`src/rtl/tnoc_axi_adapter_pkg.sv`:
```
// Shared types and helpers for the AXI adapter virtual-channel allocation path.
package tnoc_axi_adapter_pkg;

    typedef struct packed {
        int unsigned virtual_channels;
    } tnoc_config;

    localparam tnoc_config TNOC_DEFAULT_CONFIG = '{virtual_channels: 2};

    typedef enum logic {
        IDLE,
        ALLOC
    } tnoc_vc_alloc_state;

    function automatic int unsigned vc_width(int unsigned channels);
        return (channels > 1) ? $clog2(channels) : 1;
    endfunction

    function automatic int unsigned outstanding_width(int unsigned max_outstanding);
        return $clog2(max_outstanding + 1);
    endfunction

endpackage

```
`src/rtl/tnoc_axi_vc_allocator_if.sv`:
```
// Request/grant/completion bundle between the AXI mux side and the VC allocator.
interface tnoc_axi_vc_allocator_if #(
    parameter int unsigned CHANNELS = 2,
    parameter int unsigned VC_WIDTH = 1
);
    logic [CHANNELS-1:0] i_vc_available;
    logic                i_write_request;
    logic                i_write_accept;
    logic                i_write_tail;
    logic                o_write_grant;
    logic [VC_WIDTH-1:0] o_write_vc;
    logic                i_read_request;
    logic                i_read_accept;
    logic                i_read_tail;
    logic                o_read_grant;
    logic [VC_WIDTH-1:0] o_read_vc;
    logic                i_done_valid;
    logic [VC_WIDTH-1:0] i_done_vc;

    modport slave (
        input  i_vc_available,
        input  i_write_request, i_write_accept, i_write_tail,
        output o_write_grant, o_write_vc,
        input  i_read_request, i_read_accept, i_read_tail,
        output o_read_grant, o_read_vc,
        input  i_done_valid, i_done_vc
    );

    modport master (
        output i_vc_available,
        output i_write_request, i_write_accept, i_write_tail,
        input  o_write_grant, o_write_vc,
        output i_read_request, i_read_accept, i_read_tail,
        input  o_read_grant, o_read_vc,
        output i_done_valid, i_done_vc
    );
endinterface

```
`src/rtl/tnoc_vc_rr_selector.sv`:
```
// Combinational round-robin pick: first eligible VC at or after the pointer, wrapping.
module tnoc_vc_rr_selector #(
    parameter int unsigned CHANNELS = 2,
    parameter int unsigned VC_WIDTH = 1
) (
    input  logic [CHANNELS-1:0] i_eligible,
    input  logic [VC_WIDTH-1:0] i_pointer,
    output logic                o_found,
    output logic [VC_WIDTH-1:0] o_index
);
    logic [VC_WIDTH-1:0] w_cand [CHANNELS];

    for (genvar g = 0; g < CHANNELS; g++) begin : g_cand
        assign w_cand[g] = VC_WIDTH'((32'(i_pointer) + g) % CHANNELS);
    end

    always_comb begin
        o_found = 1'b0;
        o_index = '0;
        for (int k = 0; k < CHANNELS; k++) begin
            if (!o_found && i_eligible[w_cand[k]]) begin
                o_found = 1'b1;
                o_index = w_cand[k];
            end
        end
    end
endmodule

```
`src/rtl/tnoc_axi_vc_allocator.sv`:
```
// Dynamic VC allocator shared by the write and read requesters: per-packet VC hold,
// round-robin selection with write/read tie-break, and per-VC outstanding-packet throttling.
module tnoc_axi_vc_allocator
    import tnoc_axi_adapter_pkg::*;
#(
    parameter tnoc_config  CONFIG          = TNOC_DEFAULT_CONFIG,
    parameter int unsigned MAX_OUTSTANDING = 4
) (
    input  logic                     clk,
    input  logic                     rst_n,
    tnoc_axi_vc_allocator_if.slave   vc_if
);
    localparam int unsigned CHANNELS  = CONFIG.virtual_channels;
    localparam int unsigned VC_WIDTH  = vc_width(CHANNELS);
    localparam int unsigned CNT_WIDTH = outstanding_width(MAX_OUTSTANDING);
    localparam logic [CNT_WIDTH-1:0] CNT_MAX = CNT_WIDTH'(MAX_OUTSTANDING);

    function automatic logic [VC_WIDTH-1:0] next_vc(logic [VC_WIDTH-1:0] vc);
        return (32'(vc) == CHANNELS - 1) ? '0 : vc + 1'b1;
    endfunction

    tnoc_vc_alloc_state  r_wr_state, w_wr_state_d;
    tnoc_vc_alloc_state  r_rd_state, w_rd_state_d;
    logic [VC_WIDTH-1:0] r_wr_vc, w_wr_vc_d;
    logic [VC_WIDTH-1:0] r_rd_vc, w_rd_vc_d;
    logic [VC_WIDTH-1:0] r_ptr, w_ptr_d;
    logic                r_tie, w_tie_d;
    logic [CNT_WIDTH-1:0] r_count [CHANNELS];
    logic [CNT_WIDTH-1:0] w_count_d [CHANNELS];

    logic [CHANNELS-1:0] w_eligible;
    logic [CHANNELS-1:0] w_second_mask;
    logic                w_wr_req, w_rd_req, w_contend, w_write_first;
    logic                w_first_found, w_second_found;
    logic [VC_WIDTH-1:0] w_first_vc, w_second_vc;
    logic                w_first_alloc, w_second_alloc;
    logic                w_wr_alloc, w_rd_alloc;
    logic [VC_WIDTH-1:0] w_wr_alloc_vc, w_rd_alloc_vc;
    logic                w_wr_release, w_rd_release;

    assign w_wr_req      = (r_wr_state == IDLE) && vc_if.i_write_request;
    assign w_rd_req      = (r_rd_state == IDLE) && vc_if.i_read_request;
    assign w_contend     = w_wr_req && w_rd_req;
    // r_tie == 0 means write selects first when both contend.
    assign w_write_first = w_wr_req && (!w_rd_req || !r_tie);
    assign w_wr_release  = (r_wr_state == ALLOC) && vc_if.i_write_accept && vc_if.i_write_tail;
    assign w_rd_release  = (r_rd_state == ALLOC) && vc_if.i_read_accept && vc_if.i_read_tail;

    always_comb begin
        w_eligible = '0;
        for (int i = 0; i < CHANNELS; i++) begin
            w_eligible[i] = vc_if.i_vc_available[i] && (r_count[i] < CNT_MAX)
                && !((r_wr_state == ALLOC) && (r_wr_vc == VC_WIDTH'(i)))
                && !((r_rd_state == ALLOC) && (r_rd_vc == VC_WIDTH'(i)));
        end
    end

    tnoc_vc_rr_selector #(
        .CHANNELS (CHANNELS),
        .VC_WIDTH (VC_WIDTH)
    ) u_first_sel (
        .i_eligible (w_eligible),
        .i_pointer  (r_ptr),
        .o_found    (w_first_found),
        .o_index    (w_first_vc)
    );

    always_comb begin
        w_second_mask             = w_eligible;
        w_second_mask[w_first_vc] = 1'b0;
    end

    tnoc_vc_rr_selector #(
        .CHANNELS (CHANNELS),
        .VC_WIDTH (VC_WIDTH)
    ) u_second_sel (
        .i_eligible (w_second_mask),
        .i_pointer  (next_vc(w_first_vc)),
        .o_found    (w_second_found),
        .o_index    (w_second_vc)
    );

    assign w_first_alloc  = (w_wr_req || w_rd_req) && w_first_found;
    assign w_second_alloc = w_contend && w_first_found && w_second_found;
    assign w_wr_alloc     = w_write_first ? w_first_alloc : w_second_alloc;
    assign w_rd_alloc     = w_write_first ? w_second_alloc : w_first_alloc;
    assign w_wr_alloc_vc  = w_write_first ? w_first_vc : w_second_vc;
    assign w_rd_alloc_vc  = w_write_first ? w_second_vc : w_first_vc;

    always_comb begin
        w_wr_state_d = r_wr_state;
        w_wr_vc_d    = r_wr_vc;
        unique case (r_wr_state)
            IDLE: begin
                if (w_wr_alloc) begin
                    w_wr_state_d = ALLOC;
                    w_wr_vc_d    = w_wr_alloc_vc;
                end
            end
            ALLOC: begin
                if (w_wr_release) w_wr_state_d = IDLE;
            end
            default: w_wr_state_d = IDLE;
        endcase
    end

    always_comb begin
        w_rd_state_d = r_rd_state;
        w_rd_vc_d    = r_rd_vc;
        unique case (r_rd_state)
            IDLE: begin
                if (w_rd_alloc) begin
                    w_rd_state_d = ALLOC;
                    w_rd_vc_d    = w_rd_alloc_vc;
                end
            end
            ALLOC: begin
                if (w_rd_release) w_rd_state_d = IDLE;
            end
            default: w_rd_state_d = IDLE;
        endcase
    end

    always_comb begin
        w_ptr_d = r_ptr;
        w_tie_d = r_tie;
        if (w_second_alloc) begin
            w_ptr_d = next_vc(w_second_vc);
        end else if (w_first_alloc) begin
            w_ptr_d = next_vc(w_first_vc);
        end
        if (w_contend && w_first_alloc) w_tie_d = !r_tie;
    end

    // Same-cycle allocate and complete on one VC cancel; completion at zero is dropped.
    always_comb begin
        for (int i = 0; i < CHANNELS; i++) begin
            logic inc;
            logic dec;
            inc = (w_wr_alloc && (w_wr_alloc_vc == VC_WIDTH'(i)))
                || (w_rd_alloc && (w_rd_alloc_vc == VC_WIDTH'(i)));
            dec = vc_if.i_done_valid && (vc_if.i_done_vc == VC_WIDTH'(i)) && (r_count[i] != '0);
            w_count_d[i] = r_count[i];
            if (inc && !dec) begin
                w_count_d[i] = r_count[i] + 1'b1;
            end else if (dec && !inc) begin
                w_count_d[i] = r_count[i] - 1'b1;
            end
        end
    end

    always_ff @(posedge clk or negedge rst_n) begin
        if (!rst_n) begin
            r_wr_state <= IDLE;
            r_rd_state <= IDLE;
            r_wr_vc    <= '0;
            r_rd_vc    <= '0;
            r_ptr      <= '0;
            r_tie      <= 1'b0;
            for (int i = 0; i < CHANNELS; i++) r_count[i] <= '0;
        end else begin
            r_wr_state <= w_wr_state_d;
            r_rd_state <= w_rd_state_d;
            r_wr_vc    <= w_wr_vc_d;
            r_rd_vc    <= w_rd_vc_d;
            r_ptr      <= w_ptr_d;
            r_tie      <= w_tie_d;
            for (int i = 0; i < CHANNELS; i++) r_count[i] <= w_count_d[i];
        end
    end

    assign vc_if.o_write_grant = (r_wr_state == ALLOC);
    assign vc_if.o_write_vc    = r_wr_vc;
    assign vc_if.o_read_grant  = (r_rd_state == ALLOC);
    assign vc_if.o_read_vc     = r_rd_vc;

    always_ff @(posedge clk) begin
        if (rst_n) begin
            assert (!(vc_if.i_write_accept && (r_wr_state == IDLE)))
                else $error("write accept without an allocated VC");
            assert (!(vc_if.i_read_accept && (r_rd_state == IDLE)))
                else $error("read accept without an allocated VC");
            assert (!(vc_if.i_done_valid && (r_count[vc_if.i_done_vc] == '0)))
                else $warning("completion on VC %0d with no outstanding packet ignored",
                              vc_if.i_done_vc);
        end
    end
endmodule

```
`src/flat_wrapper.sv`:
```
// flat-port wrapper written by rule: the top's interface ports become plain ports
module tnoc_axi_vc_allocator_flat import tnoc_axi_adapter_pkg::*;
#(
    parameter tnoc_config  CONFIG          = TNOC_DEFAULT_CONFIG,
    parameter int unsigned MAX_OUTSTANDING = 4
)
  (clk, rst_n, vc_if_i_vc_available, vc_if_i_write_request, vc_if_i_write_accept, vc_if_i_write_tail, vc_if_o_write_grant, vc_if_o_write_vc, vc_if_i_read_request, vc_if_i_read_accept, vc_if_i_read_tail, vc_if_o_read_grant, vc_if_o_read_vc, vc_if_i_done_valid, vc_if_i_done_vc);
  tnoc_axi_vc_allocator_if #(.CHANNELS((2)), .VC_WIDTH((1))) vc_if_i ();
  input  logic clk;
  input  logic rst_n;
  input wire logic [$bits(vc_if_i.i_vc_available)-1:0] vc_if_i_vc_available;
  input wire logic [$bits(vc_if_i.i_write_request)-1:0] vc_if_i_write_request;
  input wire logic [$bits(vc_if_i.i_write_accept)-1:0] vc_if_i_write_accept;
  input wire logic [$bits(vc_if_i.i_write_tail)-1:0] vc_if_i_write_tail;
  output wire logic [$bits(vc_if_i.o_write_grant)-1:0] vc_if_o_write_grant;
  output wire logic [$bits(vc_if_i.o_write_vc)-1:0] vc_if_o_write_vc;
  input wire logic [$bits(vc_if_i.i_read_request)-1:0] vc_if_i_read_request;
  input wire logic [$bits(vc_if_i.i_read_accept)-1:0] vc_if_i_read_accept;
  input wire logic [$bits(vc_if_i.i_read_tail)-1:0] vc_if_i_read_tail;
  output wire logic [$bits(vc_if_i.o_read_grant)-1:0] vc_if_o_read_grant;
  output wire logic [$bits(vc_if_i.o_read_vc)-1:0] vc_if_o_read_vc;
  input wire logic [$bits(vc_if_i.i_done_valid)-1:0] vc_if_i_done_valid;
  input wire logic [$bits(vc_if_i.i_done_vc)-1:0] vc_if_i_done_vc;
  assign vc_if_i.i_vc_available = vc_if_i_vc_available;
  assign vc_if_i.i_write_request = vc_if_i_write_request;
  assign vc_if_i.i_write_accept = vc_if_i_write_accept;
  assign vc_if_i.i_write_tail = vc_if_i_write_tail;
  assign vc_if_o_write_grant = vc_if_i.o_write_grant;
  assign vc_if_o_write_vc = vc_if_i.o_write_vc;
  assign vc_if_i.i_read_request = vc_if_i_read_request;
  assign vc_if_i.i_read_accept = vc_if_i_read_accept;
  assign vc_if_i.i_read_tail = vc_if_i_read_tail;
  assign vc_if_o_read_grant = vc_if_i.o_read_grant;
  assign vc_if_o_read_vc = vc_if_i.o_read_vc;
  assign vc_if_i.i_done_valid = vc_if_i_done_valid;
  assign vc_if_i.i_done_vc = vc_if_i_done_vc;
  tnoc_axi_vc_allocator #(.CONFIG(CONFIG), .MAX_OUTSTANDING(MAX_OUTSTANDING)) u_core (.clk(clk), .rst_n(rst_n), .vc_if(vc_if_i));
endmodule
```
`config.mk`:
```
export PLATFORM = sky130hd
export DESIGN_NAME = tnoc_axi_vc_allocator_flat
export DESIGN_NICKNAME = d
export VERILOG_FILES = /design/src/rtl/tnoc_axi_adapter_pkg.sv /design/src/rtl/tnoc_axi_vc_allocator_if.sv /design/src/rtl/tnoc_vc_rr_selector.sv /design/src/rtl/tnoc_axi_vc_allocator.sv /design/src/flat_wrapper.sv
export SDC_FILE = /design/constraint.sdc
export NUM_CORES = 1
export LEC_CHECK = 0
export BUFFER_PORTS_ARGS = -buffer_cell sky130_fd_sc_hd__buf_4
export CAP_MARGIN = 25
export CORE_MARGIN = 1.5
export CORE_UTILIZATION = 53
export DETAILED_ROUTE_END_ITERATION = 7
export PLACE_DENSITY = 0.88
export SLEW_MARGIN = 5
export SYNTH_ARGS = -nofsm -noshare
export SYNTH_HDL_FRONTEND = slang
export SYNTH_SLANG_ARGS = --single-unit
```
`constraint.sdc`:
```
create_clock -name clk -period 3.3 [get_ports clk]
set_input_delay 0.33 -clock clk [delete_from_list [all_inputs] [get_ports clk]]
set_output_delay 0.33 -clock clk [all_outputs]
set_load 0.02 [all_outputs]
```
==> impl_metrics.yaml <==
status:
  status: "finished clean"
synth:
  synthAdderAreaFrac: 0.0768
  synth_xor_area_frac: 0.0827
  ys_ff_latch: 12
  muxShareOfSynthArea: 0.0384
  synth_cell_types: 35
  synthCells: 83
  synthDominantCellAreaShare: 0.355
  synth_area_um2: 847
  synth-seq-area-share: 0.355
  synth_top_family_by_area: "compound AO/OA/AOI/OAI gates"
  yosys.area.top_type: "dfrtp_1"
  syn_nets: 99
  post_synth_and_or_nand_nor_area_fraction: 0.179
  ys_warn_count: 0
  syn-mean-instance-area_um2: 10.2
  synth_compound_gate_area_share: 0.227
  synthTopCellsByArea: "dfrtp_1, fa_1, xnor2_1"
grt:
  antenna_found_initial: 0
  grt_pass1_wl_um: 3020
  globalRouteOverflowTotal: 0
  grt_use_total: 0.220
  grt_pass1_vias: 706
  grt_start_max_net_pins: 13
sta:
  fin_setup_tns_ns: 0
  drv_slew: 0
  slew_headroom: 0.588
  worstMarginPinSlew_ns: 0.618
  fmax_mhz: 396
  fin_worst_skew_ns: 0.00351
  hold_viol_final: 0
  fin_crit_sh: 0.764
  setup_viol: 0
  rsz0062_at_grt: "false"
  period_minus_slack_ns: 2.52
critical_path:
  r2r-start: "u_core.r_count[2]"
  crit_slowest_cell: "a221oi_2"
  crit_buf_inv: 1
  cp_max_fo: 9
  worstPathCellList: "nand2b_4 -> a221oi_2 -> nand2_1 -> a21oi_1 -> nor2_1 -> ha_1 -> inv_1 -> fa_1 -> mux2_2"
  cp.required_ns: 3.46
  critical_path_arrival_ns: 2.68
  r2r-end: "u_core.r_count[4]"
  cp_top_family: "compound AO/OA/AOI/OAI gates"
  worstSetupEndpointType: "flop"
  cp-start-kind: "flop"
  r2r.worst_path.cells: 9
  crit_type: "flop to flop"
  r2r_slack_ns: 0.78
  critical-path-max-stage-delay_ns: 0.49
floorplan:
  die_w_um: 43.0
  ios: 16
  core_mm2: 0.00151
  start_util: 0.562
  core.rowCount: 14
  die-area_mm2: 0.00185
  fp.dieH_um: 43.0
placement:
  place_inst: 111
  place.gp.congestion: 0.825
  port_buffers: 15
  post_dp_cell_area_um2: 960
  dp.final_hpwl_um: 1310
finish:
  postLayoutCellArea_mm2: 0.00101
  fillerInstances: 117
  drive_gt1_frac: 0.300
  antenna_cells: 0
  area_growth_pct: 18.8
  fin_nets: 117
  fin_cells: 116
drt:
  viasPerCell: 5.84
  routed-via-count: 677
  first_iter_violations: 7
  routed_wl_um: 1690
  wl_per_cell_um: 14.6
  dr.pass1.iters: 4
  ant_nets: 0
  drc_errors: 0
min_path:
  min_path_cells: 3
  min_from: "vc_if_i_read_accept"
  whs_endpoint: "u_core.vc_if.o_read_grant"
  hold_path_class: "input pin to flop"
cts:
  clk_latency_ns: 0.27
  ctsResizeCount: 0
  numCtsBuffers: 3
  cts_tree: "yes"
  htreeDepth: 1
  post-cts-setup-buffers: 0
  clk_pin_slew_worst_paths_ns: 0.08
  clock_path_buffers: 2
  clock-root-buffer: "clkbuf_4"
  cts_sinks: 12
power_and_ir_drop:
  ir_worst_vdd_uv: 523
  total_power_w: 0.000905
  leakagePower_nw: 0.443
  powerDensity_mw_per_mm2: 900
job:
  maxCapViolations: 0
## power by group
group	total [W]	internal [W]	switching (W)
logic	0.000457	0.000229	0.000228
registers	0.000330	0.000221	0.000108
clock network	0.000119	0.0000670	0.0000521
## synthesized netlist by cell type
cell      instances
nor3_1            1
nand2b_4          2
mux2i_1           1
nand3_1           1
o21ai_0           5
nor2b_1           2
a21o_1            1
a221o_2           1
or3_1             1
o31ai_4           1
and2b_1           1
fa_1              2
o21ai_1           2
nor2_1            4
buf_6             1
and3_1            1
nor3_2            1
o211ai_2          2
a21oi_1           5
buf_2             1
mux2_2            2
nand2b_1          2
a211o_1           1
ha_1              2
xor2_1            4
o311ai_0          2
o221ai_1          1
nand2_1           8
inv_1             4
xnor2_1           4
a22o_1            2
clkbuf_1          1
dfrtp_1          12
nor2b_4           1
a221oi_2          1
## final cells by class
cell class	instances	area [um^2]	area share
flip-flops and latches	12	300	0.299
repair buffers	16	123	0.122
well taps	16	20.0	0.0199
inverters	4	15.0	0.0149
multi-input cells	64	512	0.509
clock buffers	4	36.3	0.0361
## metrics by stage
stage | util | hold WS, ns | worst slack, ns
floorplan | - | 0.0344 | 0.893
global placement | 0.637 | 0.181 | 0.847
detailed placement | 0.637 | 0.180 | 0.804
CTS | 0.668 | 0.346 | 0.792
global route | 0.668 | 0.364 | 0.611
finish | 0.668 | 0.346 | 0.777
## layout by cell type (no fill, tap or decap), drive strengths merged
master | Yosys | layout
a21o | 1 | 1
buf | 2 | 15
a21oi | 5 | 5
ha | 2 | 2
dlygate4sd3 | 0 | 1
a22o | 2 | 2
nor2b | 3 | 3
o211ai | 2 | 2
inv | 4 | 4
and3 | 1 | 1
a211o | 1 | 1
xor2 | 4 | 4
nand2b | 4 | 4
dfrtp | 12 | 12
a221oi | 1 | 1
fa | 2 | 2
a221o | 1 | 1
and2b | 1 | 1
or3 | 1 | 1
clkbuf | 1 | 4
nand3 | 1 | 1
o311ai | 2 | 2
nor3 | 2 | 2
mux2i | 1 | 1
o31ai | 1 | 1
o21ai | 7 | 7
o221ai | 1 | 1
mux2 | 2 | 2
nor2 | 4 | 4
nand2 | 8 | 8
xnor2 | 4 | 4
## registers in the layout, summed over array words and instances, names as in the netlist
name	flops
u_core.r_count	6
u_core.r_ptr	1
u_core.r_tie	1
u_core.vc_if.o_read_grant	1
u_core.vc_if.o_read_vc	1
u_core.vc_if.o_write_grant	1
u_core.vc_if.o_write_vc	1
## tightest hold or removal path, cell delays in order
cell and delay [ns]:
buf_4 0.10, nand2_1 0.05, a21o_1 0.11
## cell families (layout without fill, tap and decap cells)
kind of cell	Yosys count	after routing
flip-flops	12	12
multiplexers	3	3
buffers and inverters	7	24
XOR/XNOR	8	8
adder cells (fa/ha/maj)	4	4
AO/OA/AOI/OAI	24	24
AND/OR/NAND/NOR	25	25
## metal layers
metal	track usage	vias up	wire, um
met3	0.0426	2	60
met4	0.0909	0	6
met2	0.376	21	886
met1	0.268	325	739
li1	-	329	-
met5	0	-	0
## worst max-delay path by stage
| stage | startpoint | to | slack [ns] | cells past startpoint |
|---|---|---|---|---|
| 2_1_floorplan | u_core.vc_if.o_read_grant | u_core.r_count[1] | 0.89 | 9 |
| 3_3_place_gp | u_core.r_count[2] | u_core.r_count[4] | 0.85 | 9 |
| 3_5_place_dp | u_core.vc_if.o_read_grant | u_core.r_count[1] | 0.80 | 8 |
| 4_1_cts | u_core.r_count[2] | u_core.r_count[4] | 0.79 | 9 |
| 5_1_grt | u_core.r_count[2] | u_core.r_count[4] | 0.61 | 9 |
| 6_report | u_core.r_count[2] | u_core.r_count[4] | 0.78 | 9 |
## timing repair
| item | 4_1_cts | 5_1_grt |
|---|---|---|
| hold buffers | 1 | 0 |
| endpoints found under the setup margin | 0 | 0 |
| hold endpoints to repair | 12 | 0 |
Power figures use the tool's default switching activity.
